$ cat config.mk
export PLATFORM = sky130hd
export DESIGN_NAME = apb_master_ctrl
export DESIGN_NICKNAME = d
export VERILOG_FILES = /design/src/rtl/apb_master_ctrl_pkg.sv /design/src/rtl/apb_timeout_counter.sv /design/src/rtl/apb_master_ctrl.sv
export SDC_FILE = /design/constraint.sdc
export NUM_CORES = 1
export LEC_CHECK = 0
export CAP_MARGIN = 20
export CORE_AREA = 2 2 77 152
export DETAILED_ROUTE_END_ITERATION = 8
export DIE_AREA = 0 0 79 154
export PLACE_DENSITY = 0.86
export SLEW_MARGIN = 20
export SYNTH_ARGS = -nofsm -noshare
export SYNTH_HDL_FRONTEND = slang
export SYNTH_HIERARCHICAL = 1
export SYNTH_SLANG_ARGS = --single-unit
$ cat constraint.sdc
create_clock -name PCLK -period 1.8 [get_ports PCLK]
set_input_delay 0.45 -clock PCLK [delete_from_list [all_inputs] [get_ports PCLK]]
set_output_delay 0.45 -clock PCLK [all_outputs]
set_load 0.01 [all_outputs]
$ cat src/rtl/apb_master_ctrl_pkg.sv
// Shared constants for the APB master controller: default bus widths,
// the default timeout and the FSM state encodings.
package apb_master_ctrl_pkg;

    localparam int APB_ADDR_WIDTH     = 32;
    localparam int APB_DATA_WIDTH     = 32;
    localparam int APB_TIMEOUT_CYCLES = 16;

    // FSM encodings, kept as plain constants so older tools can consume them
    localparam logic [1:0] ST_IDLE   = 2'b00;
    localparam logic [1:0] ST_SETUP  = 2'b01;
    localparam logic [1:0] ST_ACCESS = 2'b10;
    localparam logic [1:0] ST_GAP    = 2'b11;

    // Width of a counter able to hold the value n
    function automatic int cnt_width(input int n);
        return (n < 1) ? 1 : $clog2(n + 1);
    endfunction

endpackage

$ cat src/rtl/apb_timeout_counter.sv
// ACCESS-phase watchdog: cleared on entry to ACCESS, counts every ACCESS
// cycle without PREADY and flags the cycle in which TIMEOUT_CYCLES is reached.
module apb_timeout_counter
    import apb_master_ctrl_pkg::*;
#(
    parameter int TIMEOUT_CYCLES = APB_TIMEOUT_CYCLES
) (
    input  logic clk_i,
    input  logic rst_i,
    input  logic clr_i,
    input  logic inc_i,
    output logic expire_o
);

    localparam int            CW   = cnt_width(TIMEOUT_CYCLES);
    localparam logic [CW-1:0] LAST = CW'(TIMEOUT_CYCLES - 1);
    localparam logic [CW-1:0] MAXV = CW'(TIMEOUT_CYCLES);

    logic [CW-1:0] cnt_q, cnt_d;

    // Expiry is flagged in the cycle whose increment would reach the limit
    assign expire_o = inc_i && (cnt_q == LAST);

    // Next count: clear wins, otherwise saturating increment
    always_comb begin
        cnt_d = cnt_q;
        if (clr_i) begin
            cnt_d = '0;
        end else if (inc_i && (cnt_q != MAXV)) begin
            cnt_d = cnt_q + CW'(1);
        end
    end

    // Count register
    always_ff @(posedge clk_i) begin
        if (rst_i) cnt_q <= '0;
        else       cnt_q <= cnt_d;
    end

endmodule

$ cat src/rtl/apb_master_ctrl.sv
// Single-command APB master: each accepted command becomes one
// SETUP -> ACCESS transfer followed by a GAP cycle carrying the response.
// Optional ACCESS watchdog enabled by defining APB_MASTER_TIMEOUT_EN.
module apb_master_ctrl
    import apb_master_ctrl_pkg::*;
#(
    parameter int ADDR_WIDTH     = APB_ADDR_WIDTH,
    parameter int DATA_WIDTH     = APB_DATA_WIDTH,
    parameter int TIMEOUT_CYCLES = APB_TIMEOUT_CYCLES
) (
    input  logic                  PCLK,
    input  logic                  PRESET,
    input  logic                  CMD_VALID,
    output logic                  CMD_READY,
    input  logic                  CMD_WRITE,
    input  logic [ADDR_WIDTH-1:0] CMD_ADDR,
    input  logic [DATA_WIDTH-1:0] CMD_WDATA,
    output logic                  RSP_VALID,
    output logic [DATA_WIDTH-1:0] RSP_RDATA,
    output logic                  RSP_ERR,
    output logic                  RSP_TIMEOUT,
    output logic [ADDR_WIDTH-1:0] PADDR_m_s,
    output logic                  PWRITE_m_s,
    output logic                  PSEL_m_s,
    output logic                  PENABLE_m_s,
    output logic [DATA_WIDTH-1:0] PWDATA_m_s,
    input  logic                  PREADY_s_m,
    input  logic                  PSLVERR_s_m,
    input  logic [DATA_WIDTH-1:0] PRDATA_s_m
);

    if (TIMEOUT_CYCLES < 1) begin : g_bad_timeout
        $error("TIMEOUT_CYCLES must be at least 1");
    end

    logic [1:0]            state_q, state_d;
    logic [ADDR_WIDTH-1:0] paddr_q, paddr_d;
    logic                  pwrite_q, pwrite_d;
    logic                  psel_q, psel_d;
    logic                  penable_q, penable_d;
    logic [DATA_WIDTH-1:0] pwdata_q, pwdata_d;
    logic                  rsp_valid_q, rsp_valid_d;
    logic [DATA_WIDTH-1:0] rsp_rdata_q, rsp_rdata_d;
    logic                  rsp_err_q, rsp_err_d;
    logic                  tmo_expire;
    logic                  accept;
    logic                  in_access;

    // Only IDLE takes commands; reset masks the handshake
    assign CMD_READY = (state_q == ST_IDLE) && !PRESET;
    assign accept    = (state_q == ST_IDLE) && CMD_VALID;
    assign in_access = (state_q == ST_ACCESS);

`ifdef APB_MASTER_TIMEOUT_EN
    logic rsp_tmo_q, rsp_tmo_d;

    apb_timeout_counter #(
        .TIMEOUT_CYCLES (TIMEOUT_CYCLES)
    ) u_tmo (
        .clk_i    (PCLK),
        .rst_i    (PRESET),
        .clr_i    (state_q == ST_SETUP),
        .inc_i    (in_access && !PREADY_s_m),
        .expire_o (tmo_expire)
    );

    // Timeout flag: set by expiry, cleared by a normal completion
    always_comb begin
        rsp_tmo_d = rsp_tmo_q;
        if (in_access) begin
            if (PREADY_s_m)      rsp_tmo_d = 1'b0;
            else if (tmo_expire) rsp_tmo_d = 1'b1;
        end
    end

    // Timeout flag register
    always_ff @(posedge PCLK) begin
        if (PRESET) rsp_tmo_q <= 1'b0;
        else        rsp_tmo_q <= rsp_tmo_d;
    end

    assign RSP_TIMEOUT = rsp_tmo_q;
`else
    assign tmo_expire  = 1'b0;
    assign RSP_TIMEOUT = 1'b0;
`endif

    // Next state: IDLE -> SETUP -> ACCESS (wait) -> GAP -> IDLE
    always_comb begin
        state_d = state_q;
        case (state_q)
            ST_IDLE:   if (CMD_VALID) state_d = ST_SETUP;
            ST_SETUP:  state_d = ST_ACCESS;
            ST_ACCESS: if (PREADY_s_m || tmo_expire) state_d = ST_GAP;
            default:   state_d = ST_IDLE;
        endcase
    end

    // Next values of the registered bus and response outputs
    always_comb begin
        paddr_d     = paddr_q;
        pwrite_d    = pwrite_q;
        pwdata_d    = pwdata_q;
        rsp_rdata_d = rsp_rdata_q;
        rsp_err_d   = rsp_err_q;
        psel_d      = (state_d == ST_SETUP) || (state_d == ST_ACCESS);
        penable_d   = (state_d == ST_ACCESS);
        rsp_valid_d = (state_d == ST_GAP);
        if (accept) begin
            paddr_d  = CMD_ADDR;
            pwrite_d = CMD_WRITE;
            // Reads leave the last write data on the bus
            if (CMD_WRITE) pwdata_d = CMD_WDATA;
        end
        if (in_access) begin
            if (PREADY_s_m) begin
                rsp_err_d   = PSLVERR_s_m;
                rsp_rdata_d = (!pwrite_q && !PSLVERR_s_m) ? PRDATA_s_m : '0;
            end else if (tmo_expire) begin
                rsp_err_d   = 1'b1;
                rsp_rdata_d = '0;
            end
        end
    end

    // State and output registers
    always_ff @(posedge PCLK) begin
        if (PRESET) begin
            state_q     <= ST_IDLE;
            paddr_q     <= '0;
            pwrite_q    <= 1'b0;
            psel_q      <= 1'b0;
            penable_q   <= 1'b0;
            pwdata_q    <= '0;
            rsp_valid_q <= 1'b0;
            rsp_rdata_q <= '0;
            rsp_err_q   <= 1'b0;
        end else begin
            state_q     <= state_d;
            paddr_q     <= paddr_d;
            pwrite_q    <= pwrite_d;
            psel_q      <= psel_d;
            penable_q   <= penable_d;
            pwdata_q    <= pwdata_d;
            rsp_valid_q <= rsp_valid_d;
            rsp_rdata_q <= rsp_rdata_d;
            rsp_err_q   <= rsp_err_d;
        end
    end

    assign PADDR_m_s   = paddr_q;
    assign PWRITE_m_s  = pwrite_q;
    assign PSEL_m_s    = psel_q;
    assign PENABLE_m_s = penable_q;
    assign PWDATA_m_s  = pwdata_q;
    assign RSP_VALID   = rsp_valid_q;
    assign RSP_RDATA   = rsp_rdata_q;
    assign RSP_ERR     = rsp_err_q;

endmodule

Yosys cells after proc, flatten, opt, wreduce, memory -nomap -nowiden:

Cells that the tools add are included.

* reduce and logical (&&, ||, !) cells: 10
* muxes and demuxes: 4
* eq/ne operators: 5

Operator list (count)
* 32-bit two-way mux: 1
* 2-bit equality test (second input constant): 3
* 2-bit case mux with 3 select lines: 1
* 2-bit by 1-bit equality test with 1-bit output (second input constant): 2
* 2-bit two-way mux: 2
* 2-bit AND reduction: 2
* 1-bit logical AND: 3
* 1-bit logical NOT: 3
* 2-bit logical NOT: 1
* 1-bit logical OR: 1

* bits of input ports: 102
* bits in registers: 103
* output and inout port bits: 103
* word-level logic and storage cells: 28

Depth between registers and ports, before layout:

Gate-level depths: netlist of run 1.

* depth in word-level cells: 4
* mapped depth: 7
* mapped depth without buffers: 6

Worst setup path after synthesis of run 1:

Ideal clock, no wire load.

* path type: register to output
* from: reg state_q[0]
* to: out CMD_READY
* setup slack: 0.210 ns
* required time: 1.350 ns
* stages on the path, launching flop included: 6
* arrival time: 1.140 ns
* path buffers: 2
* path through: dfxtp_1 > inv_1 > ha_1 > buf_4 > buf_2 > nor2b_1

* word-level cells in the longest chain between the ends: 2

Ends and longest elaborated chain
* start, declared: RTL line apb_master_ctrl.sv:36 `logic [1:0] state_q, state_d;`
* start signal, assigned: RTL line apb_master_ctrl.sv:139 `state_q <= state_d;`
* 2-bit logical NOT: RTL line apb_master_ctrl.sv:50 `assign CMD_READY = (state_q == ST_IDLE) && !PRESET;`
* 1-bit logical AND: RTL line apb_master_ctrl.sv:50
* end, declared: RTL line apb_master_ctrl.sv:14 `output logic CMD_READY,`

Every way passes these cells.

Final worst setup path of run 1:

* from: reg rsp_rdata_q[1], in the netlist RSP_RDATA[1]
* to: out RSP_RDATA[1]

RTL lines
* start, declared: RTL line apb_master_ctrl.sv:43 `logic [DATA_WIDTH-1:0] rsp_rdata_q, rsp_rdata_d;`
* start signal, assigned: RTL line apb_master_ctrl.sv:146 `rsp_rdata_q <= rsp_rdata_d;`
* end, declared: RTL line apb_master_ctrl.sv:19 `output logic [DATA_WIDTH-1:0] RSP_RDATA,`

No word-level cell between the ends.

==> results.py, run 1 <==
metrics = {
    "run_status": {
        "status": "complete, no violations",
    },
    "cts": {
        "htree_levels": 3,
        "numCtsBuffers": 9,
        "clock_latency_ns": 0.35,
        "cts_tree": "yes",
        "clk_pin_slew_ns": 0.07,
        "cts_buffer_depth": 2,
        "cts.root.buffer_cell": "clkbuf_16",
        "cts_hold_buf": 0,
        "cts_num_sinks": 103,
    },
    "route": {
        "drtPass1Iterations": 6,
        "ant_nets": 0,
        "num_vias": 3895,
        "drc_errors": 0,
        "avgRoutedWirePerCell_um": 15.8,
        "drt-initial-drc-count": 224,
        "drt_wl_total_um": 12000,
        "routed_via_density": 5.11,
    },
    "final_layout": {
        "seq_area_um2": 2060,
        "final.fill_count": 918,
        "antenna_cells": 0,
        "layout-drive-gt1-share_pct": 9.97,
        "nets": 724,
        "multi_input_area_um2": 2110,
        "syn_to_final_growth_pct": 53.1,
    },
    "critical_path": {
        "required_ns": 1.35,
        "cp-startpoint": "RSP_RDATA[1]$_SDFFE_PP0P_",
        "path_depth": 1,
        "crit_path_end_kind": "output pin",
        "r2r_setup_slack_ns": 0.14,
        "cp-start-kind": "flop",
        "cpPeakStageDelay_ns": 0.56,
        "path_class": "reg2out",
        "critPathBufInv": 1,
        "r2r_cells": 6,
        "worstPathArrival_ns": 1.27,
        "path_cells": "clkdlybuf4s50_1",
        "critical_path.top_delay_family": "buffers and inverters",
        "slowest_stage": "clkdlybuf4s50_1",
        "r2r_start": "state_q[0]$_SDFF_PP0_",
        "worstPathMaxFanout": 2,
    },
    "logic_synthesis": {
        "synth_warnings": 6,
        "syn_area_um2": 4510,
        "postSynthNetCount": 537,
        "ys_ff_latch": 103,
        "synth_cell_type_count": 29,
        "syn_area_per_cell_um2": 10.5,
        "synth-seq-area-share_pct": 45.7,
        "syn_inst": 430,
    },
    "sta": {
        "period_minus_slack_ns": 1.72,
        "clock_skew_ns": 0.00534,
        "worst_slew_pin_slew_ns": 0.550,
        "slew_violations": 0,
        "setup_tns_ns": 0,
        "max_freq_mhz": 582,
        "fin_crit_sh_pct": 95.5,
        "hold_viol_final": 0,
        "slew_headroom_pct": 63.4,
        "rsz0062_at_grt": "false",
        "setup_viol": 0,
    },
    "grt": {
        "grt_pass1_wl_um": 18700,
        "grt_overflow": 0,
        "grt_max_degree": 136,
        "grt_pass1_vias": 3945,
        "grtUsageTotal_pct": 19.4,
        "antenna_found_initial": 0,
    },
    "place": {
        "hpwl_um": 8840,
        "io_buffers": 203,
        "gp_congestion": 0.787,
    },
    "power": {
        "power_frac_seq_pct": 39.1,
        "clock_power_share_pct": 32.1,
        "leakagePower_nw": 2.52,
        "pwr-share-comb_pct": 28.8,
        "ir_drop_v": 0.000802,
        "p_switching_mw": 1.94,
        "p_int_mw": 4.82,
        "finalPower_mw": 6.75,
        "swShare_pct": 28.7,
        "power_density_nw_per_um2": 978,
    },
    "floorplanning": {
        "num_rows": 54,
        "die_x_um": 79,
        "pin_count": 205,
        "start_util_pct": 41.2,
        "die_y_um": 154,
        "core_area_um2": 10900,
        "dieArea_um2": 12200,
    },
    "flow_run": {
        "cap_violations": 0,
    },
    "worst_hold_path": {
        "hold_class": "reg2reg",
        "hold_path_depth": 1,
        "hold_start": "RSP_RDATA[11]$_SDFFE_PP0P_",
    },
}
==> area by class of cell <==
type	instances	share of cell area, %
multi-input combinational	281	30.6
inverter	2	0.109
timing repair buffer	220	32.0
tap	140	2.54
clock inverter	7	1.65
sequential	103	29.9
clock buffer	9	3.26
==> repair_timing <==
item | in CTS | in global routing
gates resized for setup | 4 | 1
setup buffers | 1 | 0
endpoints found under the setup margin | 1 | 1
==> synth_stat cells, drive strengths merged <==
library cell / n / area share [%]
nor4b: 1 / 0.19
a211oi: 1 / 0.17
dfxtp: 103 / 46
conb: 1 / 0.083
a21oi: 35 / 4.7
and3: 1 / 0.14
a21o: 1 / 0.17
nor2: 2 / 0.17
a22o: 1 / 0.19
ha: 5 / 1.4
clkbuf: 10 / 0.83
mux2i: 32 / 7.1
a32o: 31 / 6.9
nand2b: 64 / 8.9
a21boi: 1 / 0.17
o21ba: 1 / 0.22
o21ai: 2 / 0.22
nand3: 33 / 3.7
inv: 2 / 0.17
a21bo: 33 / 7.3
nor2b: 35 / 4.9
buf: 34 / 6.7
and2: 1 / 0.14
==> power groups by stage <==
stage	Clock [mW]	Sequential (mW)	Combinational, mW
final	2.17	2.64	1.95
after global routing	2.32	2.67	2.09
after CTS	2.23	2.64	1.97
after detailed placement	0	2.70	1.95
after global placement	0	2.67	1.90
after floorplan	0	2.78	1.02
==> kinds of logic after synthesis <==
| family | after synthesis | synth area share [%] |
|---|---|---|
| AOI/OAI and AO/OA | 106 | 20.1 |
| and+or+nand+nor | 137 | 18.0 |
| adders and majority gates | 5 | 1.39 |
| buffers and inverters | 46 | 7.65 |
| DFF | 103 | 45.7 |
| other | 1 | 0.0831 |
| muxes | 32 | 7.10 |
==> flip-flops by register name, summed over array words and instances (netlist names) <==
signal and flops:
PADDR_m_s 32, PWDATA_m_s 32, RSP_RDATA 32, state_q 2, PENABLE_m_s 1, PSEL_m_s 1, PWRITE_m_s 1, RSP_ERR 1
RSP_VALID 1
==> placed cells by master, fill, tap and decap left out, types with 2 or more instances in the layout <==
cell type	n
clkdlybuf4s50_1	200
dfxtp_1	101
nand2b_1	64
nor2b_1	35
nand3_1	33
mux2i_1	32
a32o_1	31
a21oi_1	25
a21bo_1	22
buf_4	13
a21bo_2	11
a21oi_2	10
clkbuf_16	9
buf_12	5
ha_1	4
inv_1	2
o21ai_1	2
inv_6	2
bufinv_16	2
dfxtp_2	2
==> worst reg2reg max path, delay by kind of cell (launching register included) <==
family / cells / cell delay, ns
buf+inv: 3 / 0.75
flops: 1 / 0.32
simple gates: 1 / 0.21
fa+ha+maj: 1 / 0.17
compound gates: 1 / 0.16
==> metal layers <==
| layer | up-vias | global-route usage, % | share of wire, % |
|---|---|---|---|
| met4 | 0 | 10.4 | 4.4 |
| li1 | 1874 | - | - |
| met2 | 155 | 35.3 | 54 |
| met1 | 1833 | 19.3 | 35 |
| met5 | - | 0 | 0 |
| met3 | 33 | 5.46 | 6.6 |
==> through the flow <==
step                      instance area, µm²  hold slack (ns)  util [%]  std cells  setup slack (ns)
after CTS                               6910            0.466      63.1        762            0.0190
after global placement                  6560            0.449      60.0        745            0.0659
final                                   6910            0.468      63.1        762            0.0812
after global routing                    6910            0.481      63.1        762            0.0194
after detailed placement                6560            0.457      60.0        745            0.0494
after floorplan                         4510            0.492         -        430             0.210
==> path summary, 6_finish.rpt <==
kind / endpoint
worst min register to register: RSP_RDATA[11]$_SDFFE_PP0P_
worst max register to register: PADDR_m_s[20]$_SDFFE_PP0P_
worst min-delay path: RSP_RDATA[11]$_SDFFE_PP0P_
worst max-delay path: RSP_RDATA[1]
Note: power is estimated with default switching activity, not from simulation.
==> run 2, diff against run 1 <==
==> constraint.sdc (replaced) <==
create_clock -name PCLK -period 1.7 [get_ports PCLK]
set_input_delay 0.425 -clock PCLK [delete_from_list [all_inputs] [get_ports PCLK]]
set_output_delay 0.425 -clock PCLK [all_outputs]
set_load 0.01 [all_outputs]
==> run 2 against run 1 <==
Effect of this change:
- first-iteration DRC count down 26%
- largest power group unchanged
- clock power fell by 3%
- hold slack got worse by 0.010 ns
- final area is 0.14% higher
- worst setup slack worse by 0.047 ns
- critical endpoint is now PADDR_m_s[18]
==> results.py, run 2 (synthesized netlist as in run 1, its figures left out) <==
metrics = {
    "cts": {
        "cts_num_sinks": 103,
        "cts_buffer_depth": 2,
        "htree_levels": 3,
        "clk_pin_slew_ns": 0.07,
        "cts_tree": "yes",
        "cts.root.buffer_cell": "clkbuf_16",
        "clock_latency_ns": 0.33,
        "numCtsBuffers": 9,
        "cts_hold_buf": 0,
    },
    "grt": {
        "grtUsageTotal_pct": 19.4,
        "grt_pass1_vias": 3875,
        "antenna_found_initial": 0,
        "grt_max_degree": 137,
        "grt_overflow": 0,
        "grt_pass1_wl_um": 18800,
    },
    "sta": {
        "fin_ws_ns": 0.0346,
        "setup_tns_ns": 0,
        "hold_viol_final": 0,
        "period_minus_slack_ns": 1.67,
        "clock_skew_ns": 0.00491,
        "worst_slew_pin_slew_ns": 0.551,
        "slew_violations": 0,
        "setup_viol": 0,
        "finalHoldWorstSlack_ns": 0.458,
        "fin_crit_sh_pct": 98.0,
        "max_freq_mhz": 600,
        "slew_headroom_pct": 63.3,
    },
    "route": {
        "num_vias": 3810,
        "drt_wl_total_um": 11900,
        "drc_errors": 0,
        "drt-initial-drc-count": 166,
        "routed_via_density": 5.00,
        "avgRoutedWirePerCell_um": 15.6,
        "drtPass1Iterations": 4,
        "ant_nets": 0,
    },
    "floorplanning": {
        "num_rows": 54,
        "start_util_pct": 41.2,
        "core_area_um2": 10900,
        "dieArea_um2": 12200,
        "die_x_um": 79,
        "die_y_um": 154,
        "pin_count": 205,
    },
    "place": {
        "gp_congestion": 0.795,
        "io_buffers": 203,
        "preCtsSetupSlack_ns": 0.00753,
        "hpwl_um": 8610,
    },
    "worst_hold_path": {
        "hold_start": "CMD_VALID",
        "hold_path_depth": 3,
        "worstHoldEndpoint": "PADDR_m_s[17]$_SDFFE_PP0P_",
        "hold_class": "in2reg",
    },
    "final_layout": {
        "final_cell_mix": "clkdlybuf4s50_1 (182), dfxtp_1 (102), nand2b_1 (64)",
        "final_common_cell": "clkdlybuf4s50_1",
        "antenna_cells": 0,
        "fin_util_pct": 63.2,
        "nets": 724,
        "syn_to_final_growth_pct": 53.3,
        "layout-drive-gt1-share_pct": 9.81,
        "final.fill_count": 921,
    },
    "critical_path": {
        "critical_path.top_delay_family": "buffers and inverters",
        "critPathBufInv": 1,
        "path_class": "reg2out",
        "required_ns": 1.27,
        "r2r_start": "state_q[0]$_SDFF_PP0_",
        "cpPeakStageDelay_ns": 0.57,
        "crit_path_end_kind": "output pin",
        "r2r_end": "PWDATA_m_s[29]$_SDFFE_PP0P_",
        "path_cells": "clkdlybuf4s50_1",
        "slowest_stage": "clkdlybuf4s50_1",
        "r2r_setup_slack_ns": 0.11,
        "r2r_cells": 6,
        "cp-start-kind": "flop",
        "worstPathArrival_ns": 1.24,
        "worstPathMaxFanout": 2,
    },
    "power": {
        "leakagePower_nw": 2.81,
        "power_density_nw_per_um2": 1000,
        "ir_drop_v": 0.000683,
    },
    "run_status": {
        "status": "complete, no violations",
    },
    "flow_run": {
        "cap_violations": 0,
    },
}
==> run 2: worst max-delay path by stage <==
stage                                start                   to  slack, ns  cells past startpoint
6_report        PADDR_m_s[18]$_SDFFE_PP0P_        PADDR_m_s[18]       0.03                      1
5_1_grt        PWDATA_m_s[17]$_SDFFE_PP0P_       PWDATA_m_s[17]     -0.001                      1
4_1_cts        PWDATA_m_s[23]$_SDFFE_PP0P_       PWDATA_m_s[23]       0.01                      1
3_5_place_dp                    PREADY_s_m  PSEL_m_s$_SDFF_PP0_      0.008                      5
3_3_place_gp                    PREADY_s_m  PSEL_m_s$_SDFF_PP0_      0.005                      5
2_1_floorplan        state_q[0]$_SDFF_PP0_            CMD_READY       0.14                      5
==> run 2: layer usage <==
layer,share of wire [%],track usage (%),vias to the layer above
li1,-,-,1869
met1,36,19.9,1780
met2,55,36.2,138
met3,5.9,4.40,23
met4,2.9,8.62,0
met5,0,0,-
==> run 2: power by group <==
| group | total, mW | switching (mW) | internal [mW] | leakage [nW] |
|---|---|---|---|---|
| combinational | 2.06 | 0.958 | 1.10 | 1.82 |
| sequential | 2.79 | 0.123 | 2.67 | 0.839 |
| clock | 2.10 | 0.906 | 1.19 | 0.153 |
==> run 2: stage by stage <==
step | area [µm²] | instances | power (mW)
floorplan | 4510 | 430 | 4.02
global placement | 6570 | 746 | 4.86
detailed placement | 6570 | 746 | 4.92
CTS | 6870 | 762 | 7.02
global route | 6920 | 762 | 7.30
finish | 6920 | 762 | 6.95
==> run 2: repair_timing <==
item                                    4_1_cts  5_1_grt
gates resized for setup                       6       18
gates cloned                                  0        0
endpoints found under the setup margin        2       45
setup buffers                                 0        0
==> run 2: layout make-up <==
| class | instances | area, µm² | area share [%] |
|---|---|---|---|
| clock buffer | 10 | 239 | 3.46 |
| clock inverter | 6 | 66.3 | 0.959 |
| inverter | 2 | 7.51 | 0.109 |
| multi-input combinational | 281 | 2110 | 30.5 |
| sequential | 103 | 2060 | 29.8 |
| tap | 140 | 175 | 2.53 |
| timing repair buffer | 220 | 2250 | 32.6 |
==> run 2: worst min-delay path, stage by stage <==
cell	delay, ns
buf_2	0.16
nand3_1	0.11
a21oi_2	0.05
